==> config.mk <==
export PLATFORM = sky130hd
export DESIGN_NAME = data_memory_controller_flat
export DESIGN_NICKNAME = d
export VERILOG_FILES = /design/src/rtl/data_memory_controller_if.sv /design/src/rtl/data_memory_controller.sv /design/src/flat_wrapper.sv
export SDC_FILE = /design/constraint.sdc
export NUM_CORES = 1
export LEC_CHECK = 0
export ABC_AREA = 1
export BUFFER_PORTS_ARGS = -buffer_cell sky130_fd_sc_hd__buf_4
export CAP_MARGIN = 20
export CORE_ASPECT_RATIO = 0.5
export CORE_MARGIN = 5
export CORE_UTILIZATION = 51
export DETAILED_ROUTE_END_ITERATION = 8
export GPL_TIMING_DRIVEN = 0
export PLACE_DENSITY = 0.88
export SETUP_SLACK_MARGIN = 0.15
export SLEW_MARGIN = 20
export SYNTH_ARGS = -nofsm -noshare
export SYNTH_HDL_FRONTEND = slang
export SYNTH_SLANG_ARGS = --single-unit
==> constraint.sdc <==
create_clock -name CLK -period 1.8 [get_ports CLK]
set_clock_uncertainty 0.1 [all_clocks]
set_input_delay 0 -clock CLK [delete_from_list [all_inputs] [get_ports CLK]]
set_output_delay 0 -clock CLK [all_outputs]
set_load 0.005 [all_outputs]
==> src/rtl/data_memory_controller_if.sv <==
// Data-memory-stage bundle: pipeline command/response plus the
// word-wide backing-memory request/ack bus.
interface data_memory_controller_if;
  logic [31:0] ALU_OUT_IN;
  logic [2:0]  DATA_CACHE_LOAD_IN;
  logic [1:0]  DATA_CACHE_STORE_IN;
  logic [31:0] DATA_CACHE_STORE_DATA_IN;
  logic        STALL_DATA_MEMORY_STAGE;
  logic [31:0] DATA_OUT;
  logic        MISALIGNED;
  logic        BUS_ERROR;
  logic        MEM_REQ;
  logic        MEM_WE;
  logic [29:0] MEM_ADDR;
  logic [3:0]  MEM_BYTE_EN;
  logic [31:0] MEM_WDATA;
  logic        MEM_ACK;
  logic [31:0] MEM_RDATA;

  modport slave (
    input  ALU_OUT_IN,
    input  DATA_CACHE_LOAD_IN,
    input  DATA_CACHE_STORE_IN,
    input  DATA_CACHE_STORE_DATA_IN,
    output STALL_DATA_MEMORY_STAGE,
    output DATA_OUT,
    output MISALIGNED,
    output BUS_ERROR,
    output MEM_REQ,
    output MEM_WE,
    output MEM_ADDR,
    output MEM_BYTE_EN,
    output MEM_WDATA,
    input  MEM_ACK,
    input  MEM_RDATA
  );

  modport master (
    output ALU_OUT_IN,
    output DATA_CACHE_LOAD_IN,
    output DATA_CACHE_STORE_IN,
    output DATA_CACHE_STORE_DATA_IN,
    input  STALL_DATA_MEMORY_STAGE,
    input  DATA_OUT,
    input  MISALIGNED,
    input  BUS_ERROR,
    input  MEM_REQ,
    input  MEM_WE,
    input  MEM_ADDR,
    input  MEM_BYTE_EN,
    input  MEM_WDATA,
    output MEM_ACK,
    output MEM_RDATA
  );
endinterface

==> src/rtl/data_memory_controller.sv <==
// Data-memory-stage responder: one backing-memory transaction per
// command, store lane steering, load extension, stall generation.
module data_memory_controller #(
  parameter int unsigned TIMEOUT_CYCLES = 255
) (
  input logic CLK,
  input logic RST_N,
  data_memory_controller_if.slave bus
);

  localparam logic HIGH = 1'b1;
  localparam logic LOW  = 1'b0;
  localparam logic [7:0] TO_LAST = 8'(TIMEOUT_CYCLES - 1);

  typedef enum logic [1:0] {
    IDLE,
    WAIT,
    DONE
  } state_t;

  state_t state, state_n;

  logic [2:0]  ld;
  logic [1:0]  st;
  logic [1:0]  off;
  logic        is_st, is_ld;
  logic        half, word, mis, go;
  logic        issue, ack_hit, tmo, mis_evt;
  logic [3:0]  be_n;
  logic [31:0] wd_n;
  logic [31:0] shifted, ext;

  logic        mem_req, mem_we;
  logic [29:0] mem_addr;
  logic [3:0]  mem_be;
  logic [31:0] mem_wdata;
  logic [31:0] dout;
  logic        misaligned, bus_error;
  logic [7:0]  cnt;
  logic [2:0]  ld_op;
  logic [1:0]  ld_off;

  assign ld  = bus.DATA_CACHE_LOAD_IN;
  assign st  = bus.DATA_CACHE_STORE_IN;
  assign off = bus.ALU_OUT_IN[1:0];

  always_comb begin
    is_st = st != 2'd0;
    is_ld = !is_st && ld != 3'd0 && ld <= 3'd5;
    half  = st == 2'd2 ||
            (is_ld && (ld == 3'd2 || ld == 3'd5));
    word  = st == 2'd3 || (is_ld && ld == 3'd3);
    mis   = (half && off[0]) ||
            (word && off != 2'd0);
    go    = (is_st || is_ld) && !mis;
  end

  always_comb begin
    be_n = 4'b0000;
    wd_n = 32'd0;
    unique case (1'b1)
      st == 2'd1: begin
        be_n = 4'b0001 << off;
        wd_n = {4{bus.DATA_CACHE_STORE_DATA_IN[7:0]}};
      end
      st == 2'd2: begin
        be_n = 4'b0011 << off;
        wd_n = {2{bus.DATA_CACHE_STORE_DATA_IN[15:0]}};
      end
      st == 2'd3: begin
        be_n = 4'b1111;
        wd_n = bus.DATA_CACHE_STORE_DATA_IN;
      end
      default: begin
        be_n = 4'b0000;
        wd_n = 32'd0;
      end
    endcase
  end

  always_comb begin
    shifted = bus.MEM_RDATA >> {ld_off, 3'b000};
    ext     = bus.MEM_RDATA;
    unique case (1'b1)
      ld_op == 3'd1: ext = {{24{shifted[7]}}, shifted[7:0]};
      ld_op == 3'd2: ext = {{16{shifted[15]}}, shifted[15:0]};
      ld_op == 3'd4: ext = {24'd0, shifted[7:0]};
      ld_op == 3'd5: ext = {16'd0, shifted[15:0]};
      default:       ext = bus.MEM_RDATA;
    endcase
  end

  always_ff @(posedge CLK or negedge RST_N) begin
    if (!RST_N) state <= IDLE;
    else        state <= state_n;
  end

  always_comb begin
    state_n = state;
    issue   = LOW;
    ack_hit = LOW;
    tmo     = LOW;
    mis_evt = LOW;
    unique case (state)
      IDLE: begin
        mis_evt = (is_st || is_ld) && mis;
        if (go) begin
          issue   = HIGH;
          state_n = WAIT;
        end
      end
      WAIT: begin
        if (bus.MEM_ACK) begin
          ack_hit = HIGH;
          state_n = DONE;
        end else if (cnt == TO_LAST) begin
          tmo     = HIGH;
          state_n = DONE;
        end
      end
      DONE:    state_n = IDLE;
      default: state_n = IDLE;
    endcase
  end

  // Gated by reset so a command held during reset never stalls.
  assign bus.STALL_DATA_MEMORY_STAGE =
    RST_N && ((state == IDLE && go) || state == WAIT);

  always_ff @(posedge CLK or negedge RST_N) begin
    if (!RST_N) begin
      mem_req    <= LOW;
      mem_we     <= LOW;
      mem_addr   <= 30'd0;
      mem_be     <= 4'd0;
      mem_wdata  <= 32'd0;
      dout       <= 32'd0;
      misaligned <= LOW;
      bus_error  <= LOW;
      cnt        <= 8'd0;
      ld_op      <= 3'd0;
      ld_off     <= 2'd0;
    end else begin
      misaligned <= mis_evt;
      bus_error  <= tmo;
      if (issue) begin
        mem_req   <= HIGH;
        mem_we    <= is_st;
        mem_addr  <= bus.ALU_OUT_IN[31:2];
        mem_be    <= be_n;
        mem_wdata <= wd_n;
        cnt       <= 8'd0;
        ld_op     <= is_ld ? ld : 3'd0;
        ld_off    <= off;
      end else if (state == WAIT) begin
        cnt <= cnt + 8'd1;
        if (ack_hit || tmo) mem_req <= LOW;
        if (ack_hit && ld_op != 3'd0) dout <= ext;
      end
    end
  end

  assign bus.MEM_REQ     = mem_req;
  assign bus.MEM_WE      = mem_we;
  assign bus.MEM_ADDR    = mem_addr;
  assign bus.MEM_BYTE_EN = mem_be;
  assign bus.MEM_WDATA   = mem_wdata;
  assign bus.DATA_OUT    = dout;
  assign bus.MISALIGNED  = misaligned;
  assign bus.BUS_ERROR   = bus_error;

endmodule

==> src/flat_wrapper.sv <==
// flat-port wrapper written by rule: the top's interface ports become plain ports
module data_memory_controller_flat 
#(
  parameter int unsigned TIMEOUT_CYCLES = 255
)
  (CLK, RST_N, bus_ALU_OUT_IN, bus_DATA_CACHE_LOAD_IN, bus_DATA_CACHE_STORE_IN, bus_DATA_CACHE_STORE_DATA_IN, bus_STALL_DATA_MEMORY_STAGE, bus_DATA_OUT, bus_MISALIGNED, bus_BUS_ERROR, bus_MEM_REQ, bus_MEM_WE, bus_MEM_ADDR, bus_MEM_BYTE_EN, bus_MEM_WDATA, bus_MEM_ACK, bus_MEM_RDATA);
  data_memory_controller_if bus_i ();
  input logic CLK;
  input logic RST_N;
  input wire logic [$bits(bus_i.ALU_OUT_IN)-1:0] bus_ALU_OUT_IN;
  input wire logic [$bits(bus_i.DATA_CACHE_LOAD_IN)-1:0] bus_DATA_CACHE_LOAD_IN;
  input wire logic [$bits(bus_i.DATA_CACHE_STORE_IN)-1:0] bus_DATA_CACHE_STORE_IN;
  input wire logic [$bits(bus_i.DATA_CACHE_STORE_DATA_IN)-1:0] bus_DATA_CACHE_STORE_DATA_IN;
  output wire logic [$bits(bus_i.STALL_DATA_MEMORY_STAGE)-1:0] bus_STALL_DATA_MEMORY_STAGE;
  output wire logic [$bits(bus_i.DATA_OUT)-1:0] bus_DATA_OUT;
  output wire logic [$bits(bus_i.MISALIGNED)-1:0] bus_MISALIGNED;
  output wire logic [$bits(bus_i.BUS_ERROR)-1:0] bus_BUS_ERROR;
  output wire logic [$bits(bus_i.MEM_REQ)-1:0] bus_MEM_REQ;
  output wire logic [$bits(bus_i.MEM_WE)-1:0] bus_MEM_WE;
  output wire logic [$bits(bus_i.MEM_ADDR)-1:0] bus_MEM_ADDR;
  output wire logic [$bits(bus_i.MEM_BYTE_EN)-1:0] bus_MEM_BYTE_EN;
  output wire logic [$bits(bus_i.MEM_WDATA)-1:0] bus_MEM_WDATA;
  input wire logic [$bits(bus_i.MEM_ACK)-1:0] bus_MEM_ACK;
  input wire logic [$bits(bus_i.MEM_RDATA)-1:0] bus_MEM_RDATA;
  assign bus_i.ALU_OUT_IN = bus_ALU_OUT_IN;
  assign bus_i.DATA_CACHE_LOAD_IN = bus_DATA_CACHE_LOAD_IN;
  assign bus_i.DATA_CACHE_STORE_IN = bus_DATA_CACHE_STORE_IN;
  assign bus_i.DATA_CACHE_STORE_DATA_IN = bus_DATA_CACHE_STORE_DATA_IN;
  assign bus_STALL_DATA_MEMORY_STAGE = bus_i.STALL_DATA_MEMORY_STAGE;
  assign bus_DATA_OUT = bus_i.DATA_OUT;
  assign bus_MISALIGNED = bus_i.MISALIGNED;
  assign bus_BUS_ERROR = bus_i.BUS_ERROR;
  assign bus_MEM_REQ = bus_i.MEM_REQ;
  assign bus_MEM_WE = bus_i.MEM_WE;
  assign bus_MEM_ADDR = bus_i.MEM_ADDR;
  assign bus_MEM_BYTE_EN = bus_i.MEM_BYTE_EN;
  assign bus_MEM_WDATA = bus_i.MEM_WDATA;
  assign bus_i.MEM_ACK = bus_MEM_ACK;
  assign bus_i.MEM_RDATA = bus_MEM_RDATA;
  data_memory_controller #(.TIMEOUT_CYCLES(TIMEOUT_CYCLES)) u_core (.CLK(CLK), .RST_N(RST_N), .bus(bus_i));
endmodule
==> summary.md, run 1 <==
| Metric | Value |
|---|---|
| Status | `finished with violations` |
| Failing checks | `negative hold slack, negative setup slack` |
| Gpl congestion | `0.956` |
| Worst-path fanout max | `10` |
| Fillers | `610` |
| Top layer reached by signal wires | `met4` |
| Comb pwr share | `44.9%` |
| Max_slew headroom | `61.8%` |
| Power per cell area | `1580 nW/µm²` |
| DP Wirelength | `13.9 mm` |
| Crit path buf inv count | `6` |
| # Max-Cap Violations | `0` |
| Post-layout min period | `1.98 ns` |
| I/O pin count | `207` |
| DRC viols | `0` |
| Total number of vias | `7492` |
| First-pass DRT Iterations | `6` |
| Diodes inserted | `0` |
| Fin. max-slew vios | `0` |
| Routed met2 length | `12.4 mm` |
| Yosys reg bits | `117` |
| Die Footprint | `14200 µm²` |
| Total chip power | `15.5 mW` |
| Syn Area/Cell | `7.53 µm²` |
| Synth Instances | `797` |
| CTS clk-pin slew, worst paths | `0.06 ns` |
| Hold_buf cts | `105` |
| Initial antenna violation count | `0` |
| Seq pwr share | `30.3%` |
| Cell Int Power | `9.55 mW` |
| Total gr overflow | `0` |
| Critical path class | `in2reg` |
| Endpoints failing hold | `117` |
| First-pass GRT wire length | `38.8 mm` |
| Worst slew pin tran | `0.572 ns` |
| Met3 wire len | `2.39 mm` |
| P&R area growth vs syn | `63.5%` |
| Met1 wire length | `9.19 mm` |
| Clock latency on the worst-skew pair | `0.43 ns` |
| CP dominant cell by count | `nand2_1` |
| Final ANT Viol Nets | `0` |
| Worst Hold Class | `in2async` |
| Worst Setup End Kind | `flip-flop` |
| CP arrival | `2.16 ns` |
| Routed WL per cell | `19.4 µm` |
| Seq/Total Area, Yosys | `48.8%` |
| Final setup fails | `59` |
| Delay-heaviest family, CP | `buffers and inverters` |
| Worst Path Required | `1.98 ns` |
| Die X | `163 µm` |
| Setup_tns | `-4.53 ns` |
| Clock Tree Buf Depth | `2` |
| Crit start category | `input port` |
| Reg area | `2930 µm²` |
| Max VDD drop | `0.000817 V` |
| Yosys warning count | `0` |
| Multi-input gate area | `2740 µm²` |
| Leak | `5.06 nW` |
| Yosys cell types | `35` |
| Fmax | `504 MHz` |
| Delay of the slowest critical-path stage | `0.66 ns` |
| Iteration-0 DRC count of the detailed router | `854` |
| Sink Count | `117` |
| Min Hold Slack | `-0.580 ns` |
| Die height | `86.7 µm` |
| Site Rows | `28` |
| I/O Buffers | `206` |
| NumNets Final | `1257` |
| Post-Syn Area | `6000 µm²` |
| CTS root buf | `clkbuf_16` |
| Total Routing Usage GR | `35.0%` |
| Vias in the first global route | `7685` |
| Crit-path cells | `buf_4 > dlygate4sd3_1 > inv_1 > nand2_1 > nand2_1 > a21oi_2 > nand3_4 > buf_8 > buf_4 > buf_8 > nand2_1 > o21ai_1` |
| Switching share of power | `38.2%` |
| Largest net degree at the start of global routing | `68` |
| Finished Cell Area | `9810 µm²` |
| Post-DP Area | `7780 µm²` |
| Initial Utilization | `51.4%` |
| Fin crit share | `110%` |
| Core Footprint | `11700 µm²` |
| CP max-delay cell | `dlygate4sd3_1` |
| Vias per cell | `5.66` |
| NetSw | `5.91 mW` |
| Syn nets | `908` |
| CTS tree | `done` |
| Clock share of power | `24.8%` |
| Detailed-route wire length | `25.7 mm` |
| Share of layout cells above drive strength 1 | `28.3%` |
| Htree depth | `4` |
| Final critical-path setup slack | `-0.184 ns` |
| CTS buffer count | `17` |
| RSZ-0062 raised after global routing | `yes` |
[registers in the layout, summed over array words and instances (netlist names), 2 cells and up]
| signal | cells |
|---|---|
| u_core.bus.DATA_OUT | 32 |
| u_core.bus.MEM_WDATA | 32 |
| u_core.bus.MEM_ADDR | 30 |
| u_core.cnt | 8 |
| u_core.bus.MEM_BYTE_EN | 4 |
| u_core.ld_op | 3 |
| u_core.ld_off | 2 |
| u_core.state | 2 |
[cell usage after synthesis, drive strengths merged]
cell	count	area share, %
a31oi	1	0.10
nor2	77	5.3
o21bai	3	0.38
o31ai	1	0.13
inv	38	2.4
nor3	3	0.25
clkinv	1	0.063
xor2	1	0.15
nand3	57	5.1
a21oi	14	1.4
o21ai	73	6.2
buf	30	3.6
nand4	3	0.31
dfrtp	117	49
nand2	344	22
ha	7	1.5
o211ai	13	1.6
a21boi	2	0.25
or2	2	0.21
clkbuf	10	0.63
[cell usage in the layout (no fill, tap or decap), types with 2 or more instances in the layout]
master / n
nor2_1: 69
buf_6: 17
nor2_2: 3
clkbuf_1: 4
o21ai_0: 38
clkinv_4: 2
clkbuf_2: 2
inv_1: 32
a21oi_4: 2
dfrtp_2: 3
buf_8: 4
nor3_1: 3
inv_4: 3
a21oi_1: 11
o21ai_2: 6
o211ai_1: 13
dfrtp_1: 114
inv_6: 4
nand3_1: 54
inv_2: 3
buf_4: 231
ha_1: 7
nand2_1: 339
o21bai_1: 3
bufinv_16: 5
clkbuf_16: 17
nand2_2: 4
clkinvlp_4: 2
nor2_4: 5
o21ai_1: 29
nand3_4: 2
buf_2: 4
dlygate4sd3_1: 105
nand4_1: 3
[worst register-to-register path, stage by stage, from the launching register on]
cell and delay (ns):
dfrtp_1 0.41, or2_1 0.28, a21oi_2 0.24, nand3_4 0.11, buf_8 0.14, buf_4 0.18
buf_8 0.17, nand2_1 0.09, o21ai_1 0.11
[worst paths after layout]
| kind | from | to | slack, ns | cells past startpoint |
|---|---|---|---|---|
| hold reg to reg | u_core.bus.MEM_ADDR[10]$_DFFE_PN0N_ | u_core.bus.MEM_ADDR[10]$_DFFE_PN0N_ | 0.39 | 2 |
| max in group asynchronous | RST_N | u_core.ld_off[0]$_DFFE_PN0N_ | 1.44 | 2 |
| setup / recovery | bus_DATA_CACHE_LOAD_IN[2] | u_core.bus.MEM_WE$_DFFE_PN0N_ | -0.18 | 12 |
| min in group CLK | bus_DATA_CACHE_LOAD_IN[1] | u_core.bus.MISALIGNED$_DFF_PN0_ | 0.12 | 5 |
| setup reg to reg | u_core.state[0]$_DFFE_PN0P_ | u_core.bus.MEM_WE$_DFFE_PN0N_ | -0.17 | 8 |
| hold / removal | RST_N | u_core.bus.MEM_WDATA[11]$_DFFE_PN0N_ | -0.58 | 1 |
[layer usage]
layer	up-vias	track usage, %
met3	161	7.41
li1	3239	-
met1	3513	40.3
met4	0	22.1
met2	579	60.3
met5	-	0
[stage by stage]
| step | instances | worst slack [ns] | hold WS [ns] | util, % |
|---|---|---|---|---|
| after floorplan | 797 | 0.279 | -0.396 | - |
| after global placement | 1168 | 0.0600 | 0.0927 | 66.5 |
| after detailed placement | 1169 | -0.0456 | -0.120 | 66.7 |
| after CTS | 1312 | -0.0698 | -0.562 | 82.4 |
| after global routing | 1324 | -0.179 | -0.536 | 84.1 |
| final | 1324 | -0.184 | -0.580 | 84.1 |
[repair_timing]
action                                 in CTS  in global routing
resized for setup                          34                 60
setup endpoints to repair                 111                116
endpoints found under the hold margin     224                117
buffers inserted                            6                 12
pin swaps                                   5                  5
[power groups by stage]
| stage | Clock, mW | Sequential, mW | Combinational (mW) |
|---|---|---|---|
| after floorplan | 0 | 4.53 | 2.80 |
| after global placement | 0 | 4.50 | 5.47 |
| after detailed placement | 0 | 4.52 | 5.68 |
| after CTS | 3.81 | 4.52 | 6.18 |
| after global routing | 3.95 | 4.77 | 7.47 |
| final | 3.84 | 4.68 | 6.95 |
[cells by family (layout without fill, tap and decap cells)]
| logic type | Yosys count | after routing | synth area share [%] |
|---|---|---|---|
| AND/OR/NAND/NOR | 486 | 486 | 32.9 |
| flip-flops | 117 | 117 | 48.8 |
| AO/OA/AOI/OAI | 107 | 107 | 9.99 |
| buffers and inverters | 79 | 441 | 6.74 |
| adder cells (fa/ha/maj) | 7 | 7 | 1.46 |
| XOR/XNOR | 1 | 1 | 0.146 |
[final cells by class]
type | instances | area share, %
Inverter | 39 | 1.57
Clock buffer | 18 | 4.37
Multi-Input combinational cell | 601 | 27.9
Clock inverter | 14 | 2.27
Buffer | 40 | 3.70
Tap cell | 165 | 2.10
Timing Repair Buffer | 330 | 28.2
Sequential cell | 117 | 29.9
Power figures use the tool's default switching activity.
==> run 2: changes to the inputs <==
- BUFFER_PORTS_ARGS: -buffer_cell sky130_fd_sc_hd__buf_4 -> unset
- CORE_UTILIZATION: 51 -> 60
- DONT_BUFFER_PORTS: unset -> 1
- PLACE_DENSITY: 0.88 -> 0.83
- SETUP_SLACK_MARGIN: 0.15 -> 0.1
==> summary.md, run 2 (synthesized netlist as in run 1, its figures left out) <==
| Metric | Value |
|---|---|
| Total Routing Usage GR | `35.1% (was 35.0%)` |
| Clock latency on the worst-skew pair | `0.42 ns (was 0.43 ns)` |
| Critical path class | `reg2out (was in2reg)` |
| Hold_buf cts | `107 (was 105)` |
| Grt peak-use layer | `met2 (unchanged)` |
| Initial antenna violation count | `0 (unchanged)` |
| Vias per cell | `6.05 (was 5.66)` |
| CTS buffer count | `17 (unchanged)` |
| NumNets Final | `1055 (was 1257)` |
| Delay of the slowest critical-path stage | `0.40 ns (was 0.66 ns)` |
| Iteration-0 DRC count of the detailed router | `683 (was 854)` |
| # Max-Cap Violations | `0 (unchanged)` |
| Worst slew pin tran | `0.606 ns (was 0.572 ns)` |
| Die Footprint | `12200 µm² (was 14200 µm²)` |
| First-pass DRT Iterations | `9 (was 6)` |
| Clock Tree Buf Depth | `2 (unchanged)` |
| GRT met2 Usage | `59.4% (was 60.3%)` |
| Die X | `151 µm (was 163 µm)` |
| CP max-delay cell | `dfrtp_1 (was dlygate4sd3_1)` |
| Worst Path Required | `1.70 ns (was 1.98 ns)` |
| Fillers | `540 (was 610)` |
| CTS root buf | `clkbuf_16 (unchanged)` |
| CP arrival | `1.69 ns (was 2.16 ns)` |
| I/O pin count | `207 (unchanged)` |
| Diodes inserted | `0 (unchanged)` |
| Final ANT Viol Nets | `0 (unchanged)` |
| Finished Cell Area | `8140 µm² (was 9810 µm²)` |
| Vias in the first global route | `6647 (was 7685)` |
| Share of layout cells above drive strength 1 | `12.0% (was 28.3%)` |
| Final setup fails | `0 (was 59)` |
| Worst Setup End Kind | `output pin (was flip-flop)` |
| Worst Hold Class | `in2async (unchanged)` |
| Endpoints failing hold | `117 (unchanged)` |
| Site Rows | `25 (was 28)` |
| Max_slew headroom | `59.6% (was 61.8%)` |
| Detailed-route wire length | `21.7 mm (was 25.7 mm)` |
| DP Wirelength | `12.6 mm (was 13.9 mm)` |
| Failing checks | `negative hold slack (was negative hold slack, negative setup slack)` |
| DRC viols | `0 (unchanged)` |
| P&R area growth vs syn | `35.7% (was 63.5%)` |
| Post-DP Area | `6170 µm² (was 7780 µm²)` |
| Routed WL per cell | `19.9 µm (was 19.4 µm)` |
| GRT met3 Usage | `13.3% (was 7.41%)` |
| First-pass GRT wire length | `33.0 mm (was 38.8 mm)` |
| Die height | `80.7 µm (was 86.7 µm)` |
| Core Footprint | `9600 µm² (was 11700 µm²)` |
| Status | `finished with violations (unchanged)` |
| Htree depth | `4 (unchanged)` |
| Initial Utilization | `62.5% (was 51.4%)` |
| Layout Cells excl Fill | `1092 (was 1324)` |
| Crit start category | `flip-flop (was input port)` |
| Power per cell area | `1620 nW/µm² (was 1580 nW/µm²)` |
| Largest net degree at the start of global routing | `119 (was 68)` |
| RSZ-0062 raised after global routing | `yes (unchanged)` |
| Fin crit share | `99.2% (was 110%)` |
| Commonest cells after routing, fill and taps aside | `342 x nand2_1, 115 x dfrtp_1, 107 x dlygate4sd3_1 (was 339 x nand2_1, 231 x buf_4, 114 x dfrtp_1)` |
| Fin. max-slew vios | `0 (unchanged)` |
| Total number of vias | `6611 (was 7492)` |
| Commonest non-fill, non-tap cell in the layout | `nand2_1 (unchanged)` |
| I/O Buffers | `0 (was 206)` |
| Fmax | `560 MHz (was 504 MHz)` |
| Met1 Use GR | `39.1% (was 40.3%)` |
| Total gr overflow | `0 (unchanged)` |
| Worst-path fanout max | `7 (was 10)` |
| Gpl congestion | `0.949 (was 0.956)` |
| Placed Cells incl. Taps | `932 (was 1169)` |
| Max VDD drop | `0.000859 V (was 0.000817 V)` |
| CTS clk-pin slew, worst paths | `0.06 ns (about the same)` |
| Crit-path cells | `or2_1 > a21oi_2 > nand3_4 > buf_8 > a21boi_2 (was buf_4 > dlygate4sd3_1 > inv_1 > nand2_1 > nand2_1 > a21oi_2 > nand3_4 > buf_8 > buf_4 > buf_8 > nand2_1 > o21ai_1)` |
| Total chip power | `13.2 mW (was 15.5 mW)` |
| Min Hold Slack | `-0.836 ns (was -0.580 ns)` |
| Post-layout min period | `1.79 ns (was 1.98 ns)` |
| Leak | `4.01 nW (was 5.06 nW)` |
| Sink Count | `117 (unchanged)` |
| CTS tree | `done (unchanged)` |
[run 2: changes by cell type in the layout (fill, tap and decap cells not counted), sizes merged]
| cell | change |
|---|---|
| dlygate4sd3 | +2 |
| buf | -204 |
| bufinv | -2 |
| clkbuf | +2 |
| inv | -4 |
| clkinvlp | +2 |
| clkinv | +2 |
[run 2: timing repair]
item,in CTS,in global routing
gates cloned,0,3
gates resized for setup,15,79
endpoints found under the setup margin,72,113
pin swaps,3,7
endpoints found under the hold margin,226,117
buffers inserted,8,13
[run 2: critical path, delay by kind of cell (launching register included)]
kind | cells | cell delay, ns
AOI/OAI and AO/OA | 2 | 0.34
buffers and inverters | 1 | 0.16
DFF | 1 | 0.40
and+or+nand+nor | 2 | 0.36
[run 2: worst paths after layout]
path | cells past startpoint | from | slack (ns) | end
max | 5 | u_core.state[1]$_DFFE_PN0P_ | 0.01 | bus_STALL_DATA_MEMORY_STAGE
min in group CLK | 6 | bus_MEM_RDATA[15] | 0.01 | u_core.bus.DATA_OUT[15]$_DFFE_PN0P_
min reg2reg | 2 | u_core.bus.MEM_ADDR[0]$_DFFE_PN0N_ | 0.41 | u_core.bus.MEM_ADDR[0]$_DFFE_PN0N_
max in group asynchronous | 0 | RST_N | 2.26 | u_core.ld_op[2]$_DFFE_PN0N_
min | 0 | RST_N | -0.84 | u_core.bus.DATA_OUT[5]$_DFFE_PN0P_
max reg2reg | 8 | u_core.state[1]$_DFFE_PN0P_ | 0.02 | u_core.cnt[4]$_DFFE_PN0P_
[run 2: layer usage]
layer / up-vias / part of all wire (%)
met2: 578 / 47
met3: 159 / 13
li1: 2841 / -
met5: - / 0
met1: 3033 / 34
met4: 0 / 5.4
[run 2: stage by stage]
step	setup TNS, ns	hold WS, ns	setup slack (ns)	util [%]
finish	0	-0.836	0.0138	84.8
global route	-0.182	-0.851	-0.0386	84.8
CTS	0	-0.832	0.0632	82.8
detailed placement	0	-0.392	0.0330	64.2
global placement	0	-0.393	0.0339	64.2
floorplan	0	-0.396	0.279	-
[run 2: where the power goes]
| group | internal, mW | total, mW | switching, mW | leakage, nW |
|---|---|---|---|---|
| Combinational | 1.90 | 4.70 | 2.80 | 2.24 |
| Sequential | 3.80 | 4.93 | 1.13 | 1.47 |
| Clock | 2.28 | 3.55 | 1.27 | 0.294 |
| Total | 7.98 | 13.2 | 5.20 | 4.01 |
[run 2: cell type report]
type / count / area (µm²) / area share (%)
clock inverters: 12 / 153 / 1.88
inverters: 39 / 151 / 1.86
well taps: 135 / 169 / 2.08
repair buffers: 131 / 1250 / 15.4
flip-flops and latches: 117 / 2930 / 36.0
plain buffers: 37 / 310 / 3.81
multi-input cells: 601 / 2710 / 33.2
clock buffers: 20 / 467 / 5.73
==> run 3: changes to the inputs <==
- REMOVE_ABC_BUFFERS: unset -> 1
==> summary.md, run 3 (synthesized netlist as in run 1, its figures left out) <==
| Metric | Value |
|---|---|
| Iteration-0 DRC count of the detailed router | `655 (was 683)` |
| Htree depth | `4 (unchanged)` |
| Initial antenna violation count | `0 (unchanged)` |
| Worst Setup End Kind | `output pin (unchanged)` |
| Endpoints failing hold | `117 (unchanged)` |
| CTS root buf | `clkbuf_16 (unchanged)` |
| Gpl congestion | `0.908 (was 0.949)` |
| Site Rows | `25 (unchanged)` |
| GRT met3 Usage | `12.1% (was 13.3%)` |
| Commonest cells after routing, fill and taps aside | `336 x nand2_1, 114 x dfrtp_1, 109 x dlygate4sd3_1 (was 342 x nand2_1, 115 x dfrtp_1, 107 x dlygate4sd3_1)` |
| Critical path class | `reg2out (unchanged)` |
| CP max-delay cell | `dfrtp_1 (unchanged)` |
| Total Routing Usage GR | `31.8% (was 35.1%)` |
| Crit-path cells | `or2_4 > a21oi_4 > nand3_4 > buf_6 > a21boi_4 (was or2_1 > a21oi_2 > nand3_4 > buf_8 > a21boi_2)` |
| Vias in the first global route | `6056 (was 6647)` |
| First-pass GRT wire length | `30.2 mm (was 33.0 mm)` |
| Placed Cells incl. Taps | `894 (was 932)` |
| Failing checks | `negative hold slack (unchanged)` |
| Worst-path fanout max | `4 (was 7)` |
| Commonest non-fill, non-tap cell in the layout | `nand2_1 (unchanged)` |
| Met1 Use GR | `38.4% (was 39.1%)` |
| Final ANT Viol Nets | `0 (unchanged)` |
| P&R area growth vs syn | `37.7% (was 35.7%)` |
| DP Wirelength | `10.4 mm (was 12.6 mm)` |
| Delay of the slowest critical-path stage | `0.39 ns (was 0.40 ns)` |
| Crit start category | `flip-flop (unchanged)` |
| Largest net degree at the start of global routing | `119 (unchanged)` |
| Worst Path Required | `1.70 ns (about the same)` |
| Fmax | `585 MHz (was 560 MHz)` |
| Initial Utilization | `62.5% (unchanged)` |
| Status | `finished with violations (unchanged)` |
| GRT met2 Usage | `51.1% (was 59.4%)` |
| # Max-Cap Violations | `0 (unchanged)` |
| Worst Hold Class | `in2async (unchanged)` |
| CTS buffer count | `17 (unchanged)` |
| Grt peak-use layer | `met2 (unchanged)` |
| Layout Cells excl Fill | `1085 (was 1092)` |
| Die Footprint | `12200 µm² (unchanged)` |
| Final Util | `86.0% (was 84.8%)` |
| Clock Tree Buf Depth | `2 (unchanged)` |
| I/O Buffers | `0 (unchanged)` |
| Diodes inserted | `0 (unchanged)` |
| Min Hold Slack | `-0.820 ns (was -0.836 ns)` |
| CTS tree | `done (unchanged)` |
| I/O pin count | `207 (unchanged)` |
| Max_slew headroom | `41.9% (was 59.6%)` |
| Core Footprint | `9600 µm² (unchanged)` |
| First-pass DRT Iterations | `6 (was 9)` |
| RSZ-0062 raised after global routing | `yes (unchanged)` |
| Clock latency on the worst-skew pair | `0.41 ns (was 0.42 ns)` |
| Final setup fails | `0 (unchanged)` |
| Die X | `151 µm (unchanged)` |
| CP arrival | `1.61 ns (was 1.69 ns)` |
| NumNets Final | `1048 (was 1055)` |
| Worst slew pin tran | `0.871 ns (was 0.606 ns)` |
| Die height | `80.7 µm (unchanged)` |
| Max VDD drop | `0.000842 V (was 0.000859 V)` |
| Vias per cell | `5.91 (was 6.05)` |
| Power per cell area | `1560 nW/µm² (was 1620 nW/µm²)` |
| DRC viols | `0 (unchanged)` |
| Share of layout cells above drive strength 1 | `12.6% (was 12.0%)` |
| Routed WL per cell | `19.3 µm (was 19.9 µm)` |
| CTS clk-pin slew, worst paths | `0.06 ns (about the same)` |
| Fin crit share | `95.0% (was 99.2%)` |
| Fin. max-slew vios | `0 (unchanged)` |
| Sink Count | `117 (unchanged)` |
| Detailed-route wire length | `20.9 mm (was 21.7 mm)` |
| Total number of vias | `6417 (was 6611)` |
| Leak | `4.01 nW (about the same)` |
| Total gr overflow | `0 (unchanged)` |
| Post-layout min period | `1.71 ns (was 1.79 ns)` |
run 3: cell types whose count changed in the layout (fill, tap and decap cells not counted), sizes merged:
cell,delta
dlymetal6s4s,+1
bufinv,-2
buf,-14
nand3,+5
nand2,+1
dlygate4sd3,+2
clkbuf,-4
inv,+3
clkinvlp,+4
clkinv,-3
run 3: power by group:
group          leakage (nW)  switching (mW)  internal, mW
logic                  2.27            2.83          1.82
registers              1.47            1.13          3.80
clock network         0.276            1.32          2.03
total                  4.01            5.28          7.65
run 3: cell type report:
class	instances	area, µm²
Clock buffer	20	467
Clock inverter	12	118
Fill cell	471	1340
Inverter	39	166
Multi-Input combinational cell	607	2850
Sequential cell	117	2930
Tap cell	135	169
Timing Repair Buffer	153	1550
Timing Repair inverter	2	15.0
run 3: final timing paths:
check / start / to / slack (ns) / cells past startpoint
worst max-delay path: u_core.state[0]$_DFFE_PN0P_ / bus_STALL_DATA_MEMORY_STAGE / 0.09 / 5
worst min-delay path: RST_N / u_core.bus.DATA_OUT[1]$_DFFE_PN0P_ / -0.82 / 0
worst max register to register: u_core.state[1]$_DFFE_PN0P_ / u_core.bus.DATA_OUT[19]$_DFFE_PN0P_ / 0.10 / 9
worst min register to register: u_core.bus.DATA_OUT[14]$_DFFE_PN0P_ / u_core.bus.DATA_OUT[14]$_DFFE_PN0P_ / 0.41 / 2
max in group asynchronous: RST_N / u_core.ld_off[0]$_DFFE_PN0N_ / 2.22 / 0
min in group CLK: bus_DATA_CACHE_LOAD_IN[2] / u_core.ld_op[1]$_DFFE_PN0N_ / 0.03 / 4
run 3: routing by layer:
layer,part of all wire (%),up-vias
met3,14,78
met5,0,-
li1,-,2835
met2,47,523
met4,3.1,0
met1,36,2981
run 3: timing repair:
item / 4_1_cts / 5_1_grt
cloned: 5 / 8
gates resized for setup: 21 / 38
pin swaps: 3 / 12
buffers inserted: 12 / 26
hold buffers: 108 / 2
hold endpoints to repair: 225 / 118
setup endpoints to repair: 115 / 110
run 3: critical path, delay by kind of cell (launching register included):
| kind | cells | cell delay [ns] |
|---|---|---|
| buffers and inverters | 1 | 0.14 |
| AOI/OAI and AO/OA | 2 | 0.29 |
| and+or+nand+nor | 2 | 0.38 |
| DFF | 1 | 0.39 |
run 3: metrics by stage:
stage / cell area [µm²] / TNS, ns / worst slack (ns) / power, mW
after detailed placement: 5980 / -54.76 / -0.867 / 8.00
after global routing: 8260 / 0 / 0.0226 / 13.6
after CTS: 7870 / 0 / 0.0107 / 12.1
final: 8260 / 0 / 0.0898 / 12.9
after floorplan: 5740 / -98.20 / -1.42 / 6.98
after global placement: 5910 / -192.51 / -2.53 / 7.80
